<file path="src/rtl/snitch_acc_issue.sv">
// ============================================================================
// Module      : snitch_acc_issue
// Description : Core-side acc initiator. Tags offloads with table IDs, matches
//               out-of-order responses back to rd, tracks busy registers.
//               Optional perf counters: define SNITCH_ACC_ISSUE_PERF_EN.
// Revision    : 1.0 - initial release
// ============================================================================
`default_nettype none

module snitch_acc_issue #(
  parameter int unsigned DataWidth      = 32,
  parameter int unsigned IdWidth        = 5,
  parameter int unsigned MaxOutstanding = 4
) (
  input  logic                                  clk_i,
  input  logic                                  rst_ni,
  input  logic                                  off_valid_i,
  output logic                                  off_ready_o,
  input  logic [31:0]                           off_addr_i,
  input  logic [31:0]                           off_op_i,
  input  logic [DataWidth-1:0]                  off_arga_i,
  input  logic [DataWidth-1:0]                  off_argb_i,
  input  logic [DataWidth-1:0]                  off_argc_i,
  input  logic [4:0]                            off_rd_i,
  output logic                                  acc_qvalid_o,
  input  logic                                  acc_qready_i,
  output logic [31:0]                           acc_qaddr_o,
  output logic [IdWidth-1:0]                    acc_qid_o,
  output logic [31:0]                           acc_qdata_op_o,
  output logic [DataWidth-1:0]                  acc_qdata_arga_o,
  output logic [DataWidth-1:0]                  acc_qdata_argb_o,
  output logic [DataWidth-1:0]                  acc_qdata_argc_o,
  input  logic                                  acc_pvalid_i,
  output logic                                  acc_pready_o,
  input  logic [IdWidth-1:0]                    acc_pid_i,
  input  logic [DataWidth-1:0]                  acc_pdata_i,
  input  logic                                  acc_perror_i,
  output logic                                  wb_valid_o,
  input  logic                                  wb_ready_i,
  output logic [4:0]                            wb_rd_o,
  output logic [DataWidth-1:0]                  wb_data_o,
  output logic                                  wb_error_o,
  output logic [31:0]                           rd_busy_o,
  output logic [$clog2(MaxOutstanding+1)-1:0]   outstanding_o,
  output logic                                  idle_o,
  output logic                                  spurious_o
`ifdef SNITCH_ACC_ISSUE_PERF_EN
  ,
  input  logic                                  perf_clear_i,
  output logic [31:0]                           perf_issued_o,
  output logic [31:0]                           perf_stall_o,
  output logic [15:0]                           perf_spurious_o
`endif
);

  localparam int unsigned c_idx_w = (MaxOutstanding > 1) ? $clog2(MaxOutstanding) : 1;
  localparam int unsigned c_cnt_w = $clog2(MaxOutstanding + 1);

  logic [MaxOutstanding-1:0] r_valid;
  logic [4:0]                r_rd [MaxOutstanding];
  logic [31:0]               r_busy, w_busy_nxt;
  logic                      r_qvalid;
  logic                      r_wb_valid;
  logic [4:0]                r_wb_rd;
  logic [c_idx_w-1:0]        r_wb_id;
  logic [c_cnt_w-1:0]        r_cnt;
  logic                      r_spurious;

  logic                      w_free, w_hit, w_waw, w_issue, w_release, w_phs;
  logic [c_idx_w-1:0]        w_alloc_idx, w_hit_idx;

  // Lowest-index free entry wins; scan downwards so the last hit is the lowest.
  always_comb begin
    w_free      = 1'b0;
    w_alloc_idx = '0;
    for (int i = int'(MaxOutstanding) - 1; i >= 0; i--) begin
      if (!r_valid[i]) begin
        w_free      = 1'b1;
        w_alloc_idx = c_idx_w'(i);
      end
    end
  end

  always_comb begin
    w_hit     = 1'b0;
    w_hit_idx = '0;
    for (int i = 0; i < int'(MaxOutstanding); i++) begin
      if (acc_pid_i == IdWidth'(i) && r_valid[i]) begin
        w_hit     = 1'b1;
        w_hit_idx = c_idx_w'(i);
      end
    end
  end

  assign w_waw        = (off_rd_i != 5'd0) && r_busy[off_rd_i];
  assign off_ready_o  = w_free && (!r_qvalid || acc_qready_i) && !w_waw;
  assign w_issue      = off_valid_i && off_ready_o;
  assign acc_pready_o = !r_wb_valid || wb_ready_i;
  assign w_phs        = acc_pvalid_i && acc_pready_o;
  assign w_release    = r_wb_valid && wb_ready_i;

  // Entries stay allocated until their writeback is consumed.
  always_ff @(posedge clk_i or negedge rst_ni) begin
    if (!rst_ni) begin
      r_valid <= '0;
      for (int i = 0; i < int'(MaxOutstanding); i++) r_rd[i] <= '0;
    end else begin
      for (int i = 0; i < int'(MaxOutstanding); i++) begin
        if (w_issue && w_alloc_idx == c_idx_w'(i)) begin
          r_valid[i] <= 1'b1;
          r_rd[i]    <= off_rd_i;
        end else if (w_release && r_wb_id == c_idx_w'(i)) begin
          r_valid[i] <= 1'b0;
        end
      end
    end
  end

  always_comb begin
    w_busy_nxt = r_busy;
    if (w_release) w_busy_nxt[r_wb_rd] = 1'b0;
    if (w_issue)   w_busy_nxt[off_rd_i] = 1'b1;
    w_busy_nxt[0] = 1'b0;
  end

  always_ff @(posedge clk_i or negedge rst_ni) begin
    if (!rst_ni) begin
      r_busy <= '0;
      r_cnt  <= '0;
    end else begin
      r_busy <= w_busy_nxt;
      case ({w_issue, w_release})
        2'b10:   r_cnt <= r_cnt + c_cnt_w'(1);
        2'b01:   r_cnt <= r_cnt - c_cnt_w'(1);
        default: r_cnt <= r_cnt;
      endcase
    end
  end

  // Request stage: reloads in the same cycle it drains for full throughput.
  always_ff @(posedge clk_i or negedge rst_ni) begin
    if (!rst_ni) begin
      r_qvalid         <= 1'b0;
      acc_qaddr_o      <= '0;
      acc_qid_o        <= '0;
      acc_qdata_op_o   <= '0;
      acc_qdata_arga_o <= '0;
      acc_qdata_argb_o <= '0;
      acc_qdata_argc_o <= '0;
    end else if (w_issue) begin
      r_qvalid         <= 1'b1;
      acc_qaddr_o      <= off_addr_i;
      acc_qid_o        <= IdWidth'(w_alloc_idx);
      acc_qdata_op_o   <= off_op_i;
      acc_qdata_arga_o <= off_arga_i;
      acc_qdata_argb_o <= off_argb_i;
      acc_qdata_argc_o <= off_argc_i;
    end else if (acc_qready_i) begin
      r_qvalid <= 1'b0;
    end
  end

  always_ff @(posedge clk_i or negedge rst_ni) begin
    if (!rst_ni) begin
      r_wb_valid <= 1'b0;
      r_wb_rd    <= '0;
      r_wb_id    <= '0;
      wb_data_o  <= '0;
      wb_error_o <= 1'b0;
      r_spurious <= 1'b0;
    end else begin
      r_spurious <= w_phs && !w_hit;
      if (w_phs && w_hit) begin
        r_wb_valid <= 1'b1;
        r_wb_rd    <= r_rd[w_hit_idx];
        r_wb_id    <= w_hit_idx;
        wb_data_o  <= acc_pdata_i;
        wb_error_o <= acc_perror_i;
      end else if (wb_ready_i) begin
        r_wb_valid <= 1'b0;
      end
    end
  end

  assign acc_qvalid_o  = r_qvalid;
  assign wb_valid_o    = r_wb_valid;
  assign wb_rd_o       = r_wb_rd;
  assign rd_busy_o     = r_busy;
  assign outstanding_o = r_cnt;
  assign spurious_o    = r_spurious;
  assign idle_o        = (r_cnt == '0) && !r_qvalid && !r_wb_valid;

`ifdef SNITCH_ACC_ISSUE_PERF_EN
  always_ff @(posedge clk_i or negedge rst_ni) begin
    if (!rst_ni) begin
      perf_issued_o   <= '0;
      perf_stall_o    <= '0;
      perf_spurious_o <= '0;
    end else if (perf_clear_i) begin
      perf_issued_o   <= '0;
      perf_stall_o    <= '0;
      perf_spurious_o <= '0;
    end else begin
      if (w_issue)                     perf_issued_o   <= perf_issued_o + 32'd1;
      if (off_valid_i && !off_ready_o) perf_stall_o    <= perf_stall_o + 32'd1;
      if (w_phs && !w_hit)             perf_spurious_o <= perf_spurious_o + 16'd1;
    end
  end
`endif

endmodule

`default_nettype wire

</file>
<file path="config.mk">
export PLATFORM = sky130hd
export DESIGN_NAME = snitch_acc_issue
export DESIGN_NICKNAME = d
export VERILOG_FILES = /design/src/rtl/snitch_acc_issue.sv
export SDC_FILE = /design/constraint.sdc
export NUM_CORES = 1
export LEC_CHECK = 0
export CAP_MARGIN = 20
export CORE_UTILIZATION = 35
export DETAILED_ROUTE_END_ITERATION = 12
export PLACE_DENSITY = 0.7
export SLEW_MARGIN = 20
export SYNTH_ARGS = -nofsm -noshare
export SYNTH_HDL_FRONTEND = slang
export SYNTH_SLANG_ARGS = --single-unit
export TNS_END_PERCENT = 10
</file>
<file path="constraint.sdc">
create_clock -name clk_i -period 4.2 [get_ports clk_i]
set_clock_uncertainty 0.2 [all_clocks]
set_input_delay 0.63 -clock clk_i [delete_from_list [all_inputs] [get_ports clk_i]]
set_output_delay 0.63 -clock clk_i [all_outputs]
set_load 0.05 [all_outputs]
</file>
==> implementation parameters <==
Parameter                              Value

Cells and area
  FILL cells ... 2,584
  Ratio of cells with drive above 1 in the final layout ... 0.2406
  Non-filler cells, final ... 1,616
  Layout overhead on the synthesized area ... 54.31%
  # nets final ... 1,408
  Seq. cell area ... 6581 µm²
  Multi-input combinational cell area ... between 4000 and 5000 µm²

Route
  Number of nets with antenna violations after detailed routing ... 0
  DR DRC count ... 0
  Routed via count ... between 8,000 and 9,000
  Violation count after the first detailed-routing iteration ... 489
  Final wirelength ... 33,450 µm
  First-pass detailed-route iteration total ... 5
  Number of vias per cell after detailed routing ... approximately 5
  Mean routed wirelength per cell ... just over 20 µm

STA
  Slew at the pin with the worst max-slew slack ... 0.6804 ns
  Accumulated negative setup slack ... 0 ns
  Tcrit/Tclk final ... 0.8992
  Max-slew violation count ... 0
  Max Freq ... 264.8 MHz
  Crit path time final ... ~3.8 ns
  Max_slew headroom ... 0.5464
  RSZ-0062 raised after global routing ... false
  Final-report setup violation count ... 0
  Final count of hold timing violations ... 0

Worst setup path
  Slowest cell on the critical path ... clkdlybuf4s50_1
  Kind of critical path ... in2out
  Worst reg2reg path endpoint ... rd_busy_o[20]
  Maximum fanout encountered on the critical timing path ... 12
  Startpoint Class ... input pin
  Critical path depth in cells ... 9
  Critical R2R Launch ... r_valid[1]
  Critical Path Max Stage Delay ... about 0.70 ns
  Data required time at the worst endpoint ... 3.37 ns
  Family with the most delay on the worst path ... buffers and inverters
  Arrival time of data at the critical path endpoint ... 2.95 ns
  Setup slack of the most critical reg-to-reg path ... 1.36 ns
  Critical Path Sink Type ... primary output
  Worst Reg2Reg Path Length in Cells ... 8
  Number of buffers and inverters on the critical path ... 4
  Ordered cell list for the critical path ... clkdlybuf4s50_1, nand3b_1, o22ai_1, nor3_1, o22ai_4, buf_4, or2_1, inv_1, buf_12

Placed design
  Port bufs ... 448
  Final RePlAce weighted congestion ... ~0.86
  Cell count after placement ... around 1,600
  Half-perimeter wire length after detailed placement ... 24,550 µm

GRT
  Initial antenna violation count ... 2
  Maximum number of pins on one net before global-route repair ... 90
  Remaining global-route overflow ... 0
  Met1 layer usage reported by global route ... 0.2377
  First-pass GRT wire length ... 48,870 µm
  Number of global-route vias before repair ... 8,261
  Total Routing Usage GR ... 0.1999
  GR met2 Demand/Resource ... 0.3414
  Grt met3 use ... 0.06807
  Busiest layer in global routing ... met2

Synth
  Number of warnings issued by yosys ... 0
  Async set-reset flop share out of synthesis ... 1.000
  Synthesized cell area ... 10,970 µm²
  Yosys cell types ... 46
  Main synth FF type ... dfrtp_1
  Post-Synth XOR/XNOR Area ... 0.002396
  Count of state elements after synthesis ... 263
  Fraction of synthesized area in multiplexers ... 0.2607
  Simple logic cell fraction of the synthesized area ... 0.04484
  Number of synthesized flops with an enable pin ... 0
  Largest family of logic cells by synthesized area ... multiplexers
  Share of the yosys chip area belonging to registers ... 0.6002
  Synthesized-area fraction occupied by adder cells ... 0.002967
  Compound-Gate Fraction of Synth Area ... 0.06047
  Post-Synthesis Mean Instance Area ... 14.78 µm²
  Syn Inst Count ... around 740

Status
  Run status ... finished, final reports clean

Power and ir drop
  Reported net switching power ... 7.378 mW
  Sequential fraction of design power ... 0.281
  Proportion of power drawn by combinational gates ... 0.553
  Leakage ... 7.051 nW
  Cell internal pwr ... 8.887 mW
  Power density over the cells ... 961.2 nW/µm²
  Switching power share of the total ... 0.4536
  VDD IR-drop max ... 0.7108 mV
  Clock Power Share ... 0.166

Clock network
  CTS tree ... yes
  H-tree levels ... 1
  Clock Latency Late Sink ... 0.55 ns
  CTS Buffer Depth ... 3
  Clk slew on worst S/H paths ... 0.06 ns
  Library cell used as clock root buffer ... clkbuf_16
  Sink count of the clock tree ... about 260
  CTS buffer count ... 29

Floorplan
  Number of primary I/O pins ... 453
  Die H ... around 180 µm
  Die W ... 179 µm
  Number of placement rows ... 64
  Area of the die ... approximately 32,000 µm²
  Starting density of the core ... 0.3575
  Core Box Area ... between 30,000 and 40,000 µm²

Worst hold path
  Launch instance of the worst min-delay path ... outstanding_o[2]
  Min-Delay Path Class ... reg2reg
  Terminating pin of the worst hold path ... outstanding_o[2]
  WHS Path Cells ... 1

Flow run
  MaxCap Viol Count ... 0
[layout make-up]
type / instances / share of cell area
Timing Repair Buffer: 467 / 0.2782
Clock inverter: 9 / 0.01028
Multi-Input combinational cell: 430 / 0.2422
Sequential cell: 263 / 0.3889
Inverter: 6 / 0.001331
Tap cell: 396 / 0.02928
Antenna cell: 2 / 0.0002958
Clock buffer: 43 / 0.04954
[sequential cells by signal (all words and copies together), names as in the netlist]
name / cells
r_wb_id: 2
acc_qvalid_o: 1
r_rd: 20
spurious_o: 1
r_valid: 4
rd_busy_o: 31
acc_qid_o: 2
wb_error_o: 1
wb_valid_o: 1
acc_qdata_arga_o: 32
acc_qaddr_o: 32
acc_qdata_argc_o: 32
wb_data_o: 32
outstanding_o: 3
acc_qdata_op_o: 32
acc_qdata_argb_o: 32
wb_rd_o: 5
[worst register-to-register path, delay by kind of cell (launching register included)]
family,cells,cell delay [ns]
DFF,1,0.48
buffers and inverters,2,0.45
and+or+nand+nor,3,0.80
AOI/OAI and AO/OA,3,0.78
[synthesized netlist by cell type (2+ instances only)]
master,number,area share
dfrtp_1,263,0.60
mux2_2,147,0.15
mux2_4,70,0.096
o21ai_0,47,0.021
nand2_1,33,0.011
o41ai_1,22,0.018
buf_2,18,0.0082
nor2_1,14,0.0048
mux2i_1,13,0.012
clkbuf_1,12,0.0041
buf_6,9,0.0092
o31ai_1,9,0.0062
nand3_1,8,0.0037
nand3b_1,7,0.0048
o22ai_1,7,0.0040
buf_4,6,0.0041
inv_1,6,0.0021
nand2b_1,6,0.0034
nor3_1,5,0.0023
o221ai_1,5,0.0040
and3_1,4,0.0023
a21o_1,3,0.0021
or3_1,3,0.0017
or3b_1,2,0.0016
xnor2_1,2,0.0016
[power groups by stage]
stage	Clock [mW]	Sequential, mW	Combinational (mW)
after floorplan	0	8.34	2.08
after global placement	0	4.55	8.99
after detailed placement	0	4.60	9.03
after CTS	2.77	4.59	9.06
after global routing	2.87	4.74	9.34
final	2.70	4.58	8.99
[how the worst max path moves through the flow]
stage,slack (ns),end,startpoint
CTS,0.42,off_ready_o,off_rd_i[2]
finish,0.42,off_ready_o,off_rd_i[2]
floorplan,0.74,outstanding_o[2],off_rd_i[3]
global route,0.29,off_ready_o,off_rd_i[2]
global placement,0.40,acc_qdata_arga_o[19],off_rd_i[0]
detailed placement,0.40,acc_qdata_op_o[21],off_rd_i[2]
[cell usage in the layout, fill, tap and decap left out, types with 7 or more instances in the layout]
cell / instances
clkdlybuf4s50_1: 446
dfrtp_1: 263
mux2_2: 147
mux2_4: 70
o21ai_0: 47
nand2_1: 33
clkbuf_16: 29
o41ai_1: 22
nor2_1: 14
mux2i_1: 13
buf_4: 13
o31ai_1: 9
clkbuf_1: 8
nand3b_1: 7
nand3_1: 7
o22ai_1: 7
[logic make-up after synthesis]
logic type	count (synthesis)
fa+ha+maj	2
flops	263
mux	231
other cells	1
simple gates	92
compound gates	98
buf+inv	52
xor+xnor	3
[what timing repair did]
item / 4_1_cts / 5_1_grt
hold buffers: 1 / 0
endpoints found under the hold margin: 73 / 0
buffers inserted: 0 / 0
resized for setup: 0 / 0
[through the flow]
| step | utilization | power [mW] | hold WS [ns] | setup slack (ns) | area (µm²) |
|---|---|---|---|---|---|
| final | 0.5517 | 16.27 | 0.2803 | 0.4233 | 16920 |
| after global routing | 0.5516 | 16.95 | 0.3152 | 0.2856 | 16920 |
| after CTS | 0.5516 | 16.41 | 0.2911 | 0.4159 | 16920 |
| after detailed placement | 0.5182 | 13.63 | 0.2831 | 0.3972 | 15890 |
| after global placement | 0.5182 | 13.54 | 0.2860 | 0.3988 | 15890 |
| after floorplan | - | 10.41 | 0.1344 | 0.7449 | 10980 |
[layer usage]
| metal | up-vias | part of all wire |
|---|---|---|
| met2 | 372 | 0.50 |
| li1 | 3598 | - |
| met1 | 4026 | 0.38 |
| met4 | 0 | 0.025 |
| met3 | 49 | 0.096 |
| met5 | - | 0 |
Note: power is estimated with default switching activity, not from simulation.
